$ cat src/rtl/aa_frame_ctrl.sv
// Anti-aliasing frame sequencer: raster-scans a frame buffer, fetches 4-connected
// neighbours, and writes a blended or pass-through pixel over a ready/valid port.
module aa_frame_ctrl #(
    parameter int WIDTH  = 64,
    parameter int HEIGHT = 64,
    parameter int PIX_W  = 8,
    parameter int ADDR_W = 12
) (
    input  logic              clk,
    input  logic              reset_n,
    input  logic              start,
    input  logic              abort,
    input  logic [PIX_W-1:0]  th,
    output logic              busy,
    output logic              done,
    output logic              rd_en,
    output logic [ADDR_W-1:0] rd_addr,
    input  logic [PIX_W-1:0]  rd_data,
    output logic              wr_en,
    output logic [ADDR_W-1:0] wr_addr,
    output logic [PIX_W-1:0]  wr_data,
    input  logic              wr_ready
);

    localparam int ROW_W = $clog2(HEIGHT);
    localparam int COL_W = $clog2(WIDTH);
    localparam int SUM_W = PIX_W + 3;

    localparam logic [ROW_W-1:0]  ROW_LAST = ROW_W'(HEIGHT - 1);
    localparam logic [COL_W-1:0]  COL_LAST = COL_W'(WIDTH - 1);
    localparam logic [ADDR_W-1:0] ROW_STEP = ADDR_W'(WIDTH);
    localparam logic [ADDR_W-1:0] ONE_A    = ADDR_W'(1);

    typedef enum logic [2:0] {
        S_IDLE,
        S_FETCH,
        S_EVAL,
        S_WRITE,
        S_DONE
    } state_t;

    state_t state;
    state_t state_nxt;

    logic [2:0]        fcnt;
    logic [ROW_W-1:0]  row;
    logic [COL_W-1:0]  col;
    logic [ADDR_W-1:0] pix_addr;
    logic [PIX_W-1:0]  th_q;
    logic [PIX_W-1:0]  c_q;
    logic [PIX_W-1:0]  u_q;
    logic [PIX_W-1:0]  d_q;
    logic [PIX_W-1:0]  l_q;
    logic [PIX_W-1:0]  r_q;

    logic              accept_start;
    logic              interior;
    logic              fetch_last;
    logic              last_pix;
    logic              is_edge;
    logic [SUM_W-1:0]  sum;
    logic [PIX_W-1:0]  avg;

    assign interior   = (row != '0) && (row != ROW_LAST) &&
                        (col != '0) && (col != COL_LAST);
    assign fetch_last = interior ? (fcnt == 3'd5) : (fcnt == 3'd1);
    assign last_pix   = (row == ROW_LAST) && (col == COL_LAST);

    assign is_edge = interior && (c_q > th_q) &&
                     ((u_q < th_q) || (d_q < th_q) || (l_q < th_q) || (r_q < th_q));

    // Centre weighted 4x against the four neighbours, total weight 8.
    assign sum = {1'b0, c_q, 2'b00} + SUM_W'(u_q) + SUM_W'(d_q)
               + SUM_W'(l_q) + SUM_W'(r_q);
    assign avg = PIX_W'(sum >> 3);

    always_ff @(posedge clk or negedge reset_n) begin
        if (!reset_n) begin
            state <= S_IDLE;
        end else begin
            state <= state_nxt;
        end
    end

    always_comb begin
        state_nxt    = state;
        busy         = 1'b0;
        done         = 1'b0;
        rd_en        = 1'b0;
        wr_en        = 1'b0;
        accept_start = 1'b0;
        case (state)
            S_IDLE: begin
                if (start && !abort) begin
                    accept_start = 1'b1;
                    state_nxt    = S_FETCH;
                end
            end
            S_FETCH: begin
                busy  = 1'b1;
                rd_en = interior ? (fcnt <= 3'd4) : (fcnt == 3'd0);
                if (fetch_last) begin
                    state_nxt = S_EVAL;
                end
            end
            S_EVAL: begin
                busy      = 1'b1;
                state_nxt = S_WRITE;
            end
            S_WRITE: begin
                busy  = 1'b1;
                wr_en = 1'b1;
                if (wr_ready) begin
                    state_nxt = last_pix ? S_DONE : S_FETCH;
                end
            end
            S_DONE: begin
                done      = 1'b1;
                state_nxt = S_IDLE;
            end
            default: state_nxt = S_IDLE;
        endcase
        if (abort && (state != S_IDLE)) begin
            state_nxt = S_IDLE;
        end
    end

    // Issue order within a fetch: centre, up, down, left, right.
    always_comb begin
        rd_addr = '0;
        if (rd_en) begin
            case (fcnt)
                3'd0:    rd_addr = pix_addr;
                3'd1:    rd_addr = pix_addr - ROW_STEP;
                3'd2:    rd_addr = pix_addr + ROW_STEP;
                3'd3:    rd_addr = pix_addr - ONE_A;
                3'd4:    rd_addr = pix_addr + ONE_A;
                default: rd_addr = '0;
            endcase
        end
    end

    always_ff @(posedge clk or negedge reset_n) begin
        if (!reset_n) begin
            fcnt     <= '0;
            row      <= '0;
            col      <= '0;
            pix_addr <= '0;
            th_q     <= '0;
            c_q      <= '0;
            u_q      <= '0;
            d_q      <= '0;
            l_q      <= '0;
            r_q      <= '0;
            wr_addr  <= '0;
            wr_data  <= '0;
        end else begin
            if (accept_start) begin
                th_q     <= th;
                row      <= '0;
                col      <= '0;
                pix_addr <= '0;
            end

            // Read data lags its issue by one cycle, so slot n lands when fcnt == n+1.
            if (state == S_FETCH) begin
                fcnt <= fetch_last ? 3'd0 : fcnt + 3'd1;
                case (fcnt)
                    3'd1:    c_q <= rd_data;
                    3'd2:    u_q <= rd_data;
                    3'd3:    d_q <= rd_data;
                    3'd4:    l_q <= rd_data;
                    3'd5:    r_q <= rd_data;
                    default: ;
                endcase
            end else begin
                fcnt <= '0;
            end

            if (state == S_EVAL) begin
                wr_addr <= pix_addr;
                wr_data <= is_edge ? avg : c_q;
            end

            if ((state == S_WRITE) && wr_ready) begin
                pix_addr <= pix_addr + ONE_A;
                if (col == COL_LAST) begin
                    col <= '0;
                    row <= row + ROW_W'(1);
                end else begin
                    col <= col + COL_W'(1);
                end
            end
        end
    end

endmodule

$ cat config.mk
export PLATFORM = sky130hd
export DESIGN_NAME = aa_frame_ctrl
export DESIGN_NICKNAME = d
export VERILOG_FILES = /design/src/rtl/aa_frame_ctrl.sv
export SDC_FILE = /design/constraint.sdc
export NUM_CORES = 1
export LEC_CHECK = 0
export BUFFER_PORTS_ARGS = -buffer_cell sky130_fd_sc_hd__buf_4
export CAP_MARGIN = 30
export CORE_MARGIN = 2
export CORE_UTILIZATION = 25
export CTS_CLUSTER_DIAMETER = 200
export DETAILED_ROUTE_END_ITERATION = 6
export GPL_ROUTABILITY_DRIVEN = 0
export GPL_TIMING_DRIVEN = 0
export SYNTH_ARGS = -nofsm -noshare
export SYNTH_HDL_FRONTEND = slang
export SYNTH_SLANG_ARGS = --single-unit
$ cat constraint.sdc
create_clock -name clk -period 4.1 [get_ports clk]
set_clock_uncertainty 0.15 [all_clocks]
set_input_delay 0.82 -clock clk [delete_from_list [all_inputs] [get_ports clk]]
set_output_delay 0.82 -clock clk [all_outputs]
set_load 0.02 [all_outputs]
Word level (Yosys, flattened, before mapping)
Index checks and enable logic that the tools add are counted.
Widths: inputs -> output; s select.
- RAM bits: 0
- memories kept: 0
- input port bits: 21
- memory bits (read-only): 0
- word-level logic and storage cells: 99
- bits in latches: 0
- output and inout port bits: 36
- bits in registers: 98
- muxes and demuxes: 27
- div/mod/pow operators: 0
- $lt $le $gt $ge: 6
- $mul: 0
- $add $sub $neg: 11
- shift-type cells: 0
- equality and inequality tests: 16
- reduce and logical (&&, ||, !) cells: 26
- bitwise gates (word level): 0
- operators by type and width (operator ; count):
    $pmux 12 s5 ; 1
    $mux 12 ; 3
    $mux 6 ; 6
    $add 11x8->11 ; 3
    $lt 8x8->1 ; 4
    $mux 3 ; 7
    $add 12x1->12 const B ; 1
    $add 12x7->12 const B ; 1
    $add 6x1->6 const B ; 2
    $eq 3x2->1 const B ; 4
    $eq 6x6->1 const B ; 2
    $ne 6x6->1 const B ; 2
    $pmux 3 s4 ; 1
    $reduce_bool 6->1 ; 2
    $sub 12x1->12 const B ; 1
    $sub 12x7->12 const B ; 1
    $add 10x8->11 ; 1
    $reduce_and 2->1 ; 5
    $eq 3x3->1 const B ; 3
    $logic_and 1x1->1 ; 9
    $ne 3x3->1 const B ; 3
    $gt 8x8->1 ; 1
    $mux 1 ; 8
    $mux 8 ; 1
    10 further kinds ; 14

Depth between registers and ports, before layout
- depth in word-level cells: 8
- depth in mapped cells: 14
- mapped depth without buffers: 14

Worst setup path before layout
No wires, ideal clock.
- kind: register -> register
- start: register c_q[3]
- end: register wr_data[4]
- period minus slack after synthesis: 3.925 ns
- required time: 3.868 ns
- library setup time: 0.082 ns
- setup slack: 0.175 ns
- buffers on the path: 0
- stages on the path, launching flop included: 14
- arrival time: 3.693 ns
- path through: dfrtp_1 > inv_1 > fa_1 > inv_1 > fa_1 > inv_1 > fa_1 > inv_1 > ha_1 > and2_1 > and4_1 > o31a_1 > or4_1 > a31oi_1
- word-level cells in the longest chain between the ends: 5
- elaborated cells between the ends (all ways): 8
- those cells by class: add/sub: 4; order compare: 1; mux: 1; reduce/logical: 2
- ends and longest elaborated chain (element ; RTL line ; text):
    start: declaration ; 50 ; logic [PIX_W-1:0] c_q;
    start signal: assignment ; 169 ; 3'd1: c_q <= rd_data;
    $add 10x8->11 ; 73 ; assign sum = {1'b0, c_q, 2'b00} + SUM_W'(u_q) + SUM_W'(d_q)
    $add 11x8->11 ; 73 ;
    $add 11x8->11 (2 in a row) ; 74 ; + SUM_W'(l_q) + SUM_W'(r_q);
    $mux 8 (*) ; 182 ; wr_data <= is_edge ? avg : c_q;
    end signal: assignment ; 182 ;
    end: declaration ; 21 ; output logic [PIX_W-1:0] wr_data,
Mark *: on every way between the ends. The rest lies on a longest branch, timed or not.
A chain may end at the register's enable or synchronous reset.

Worst setup path in the final report
- start: register c_q[1]
- end: register wr_data[4]
Same word-level chain as after synthesis.

==> flow_summary.json <==
{
  "core_mm2": 0.0276,
  "postCtsHoldBufs": 0,
  "async_flop_share_pct": 100,
  "synth_edf_count": 0,
  "path_delay_family": "adder cells",
  "diodes": 0,
  "synthTopCellsByCount": "dfrtp_1 (98), inv_1 (94), nand2_1 (89), o21ai_0 (62), ha_1 (61)",
  "fin_area_mm2": 0.00828,
  "hpwl_mm": 14.5,
  "totalWireLength_mm": 19.0,
  "grt_pass1_wl_mm": 31.2,
  "required_ns": 4.23,
  "slew_violations": 0,
  "rsz0062_at_grt": "true",
  "initial_core_util_pct": 25.2,
  "path_clk_slew_ns": 0.07,
  "io_buffers": 56,
  "clockRootBuffer": "clkbuf_16",
  "timing.fmax_mhz": 253,
  "yosysTopAreaCellShare_pct": 35.2,
  "first_global_vias": 5774,
  "io-pin-count": 57,
  "syn_area_per_cell_um2": 9.05,
  "hp-class": "reg -> reg",
  "cts_tree": "done",
  "max_stage_delay_ns": 0.53,
  "wl_per_cell_um": 15.5,
  "viasPerCell": 4.76,
  "die_h_um": 171,
  "slew_headroom_pct": 31.9,
  "antenna_found_initial": 0,
  "htreeDepth": 3,
  "placed_area_mm2": 0.00788,
  "grt_max_degree": 62,
  "synth.most_common_cell": "dfrtp_1",
  "crit_path_start_kind": "flop",
  "crit_buf_inv": 4,
  "synthFlopType": "dfrtp_1",
  "die_x_um": 171,
  "clk_path_buf_depth": 2,
  "cp-end-kind": "flop",
  "cp.arrival_ns": 4.09,
  "syn-num-nets": 874,
  "final_nets": 950,
  "detail-route-antenna-nets": 0,
  "drc_errors": 0,
  "postSynthCellCount": 769,
  "cts_inserted_buffers": 9,
  "ys_seq_elements": 98,
  "outcome": "completed",
  "vias": 5848,
  "setup_viol": 0,
  "synth_warnings": 0,
  "path_class": "reg -> reg",
  "seq_area_frac_synth_pct": 35.2,
  "tightest_slew_ns": 1.01,
  "syn_to_final_growth_pct": 19.0,
  "cp_max_fo": 3,
  "grt_use_total_pct": 13.6,
  "synth_area_leaders": "dfrtp_1 (35%), ha_1 (11%), fa_1 (6.6%)",
  "worstSkewPairLatency_ns": 0.36,
  "firstDrtPassIters": 5,
  "dieArea_mm2": 0.0292,
  "cp_slowest_cell": "fa_1",
  "syn-cell-area_mm2": 0.00696,
  "grt_overflow": 0,
  "yosys.cell_types.count": 64,
  "drive_above_1_share_pct": 16.5,
  "finalCriticalPeriod_ns": 3.95,
  "synth_area_leader_cell": "dfrtp_1",
  "cp_cell_sequence": "inv_2 > fa_1 > inv_1 > fa_1 > inv_1 > fa_1 > inv_1 > ha_1 > and2_1 > o21a_1 > o31a_1 > or4_1 > a31oi_1",
  "cap_violations": 0,
  "finalHoldViolCount": 0,
  "drtIter0Drc": 403,
  "num_rows": 61,
  "finalCritPeriodShare_pct": 96.4,
  "cts_num_sinks": 98
}
## routing by layer
layer,global-route usage [%],wire [um],vias to the layer above
li1,-,-,2810
met1,18.4,8870,2870
met2,22.4,8890,146
met3,3.17,1030,22
met4,2.84,229,0
met5,0,0,-
## through the flow
step	TNS, ns	utilization (%)	hold WS (ns)	cells	setup slack (ns)
floorplan	0	-	0.310	769	0.175
global placement	-0.0667	28.4	0.316	1203	-0.0667
detailed placement	-0.0814	28.5	0.316	1205	-0.0814
CTS	0	29.7	0.334	1226	0.0126
global route	-0.0226	30.0	0.351	1228	-0.0225
finish	0	30.0	0.326	1228	0.146
## repair_timing
action,in CTS,in global routing
resized for setup,2,15
endpoints found under the setup margin,3,6
setup buffers,5,2
gates cloned,0,0
pin swaps,0,5
## tightest hold or removal path: cells and delay by family (launching register included)
family / cells / cell delay (ns)
flops: 1 / 0.34
simple gates: 2 / 0.10
## area by class of cell
class                      instances  area, um2
sequential                        98       2450
fill                            2983      19300
clock buffer                      10        239
clock inverter                     6       41.3
timing repair buffer              65        498
buffer                            31        121
inverter                          94        353
multi-input combinational        546       4110
tap                              378        473
## placed cells by master (no fill, tap or decap), types with 22 or more instances in the layout
cell      synthesis  routed
dfrtp_1          98      98
inv_1            94      91
nand2_1          89      89
buf_4             0      63
o21ai_0          62      62
ha_1             61      58
nor2_1           57      57
mux2_2           26      26
clkbuf_1         26      25
fa_1             23      22
## registers in the layout, summed over array words and instances (netlist names)
name,count
pix_addr,12
wr_addr,12
c_q,8
d_q,8
l_q,8
r_q,8
th_q,8
u_q,8
wr_data,8
col,6
row,6
fcnt,3
state,3
## path summary, 6_finish.rpt
path,cells past startpoint,to,slack (ns),startpoint
min in group asynchronous,1,col[5],0.41,reset_n
setup reg to reg,13,wr_data[4],0.15,c_q[1]
max in group asynchronous,2,u_q[4],2.66,reset_n
setup / recovery,13,wr_data[4],0.15,c_q[1]
hold reg to reg,2,wr_addr[5],0.33,wr_addr[5]
hold / removal,2,wr_addr[5],0.33,wr_addr[5]
## cells by family (layout without fill, tap and decap cells)
| group | Yosys count | count (layout) | share of synthesized area [%] |
|---|---|---|---|
| simple gates | 243 | 243 | 17.1 |
| compound gates | 163 | 163 | 15.1 |
| buf+inv | 125 | 206 | 6.79 |
| flops | 98 | 98 | 35.2 |
| fa+ha+maj | 85 | 85 | 17.7 |
| mux | 29 | 29 | 4.85 |
| xor+xnor | 26 | 26 | 3.27 |
Power is not shown: default switching activity piles up to over one toggle a cycle in this logic, so the estimate is an artifact.
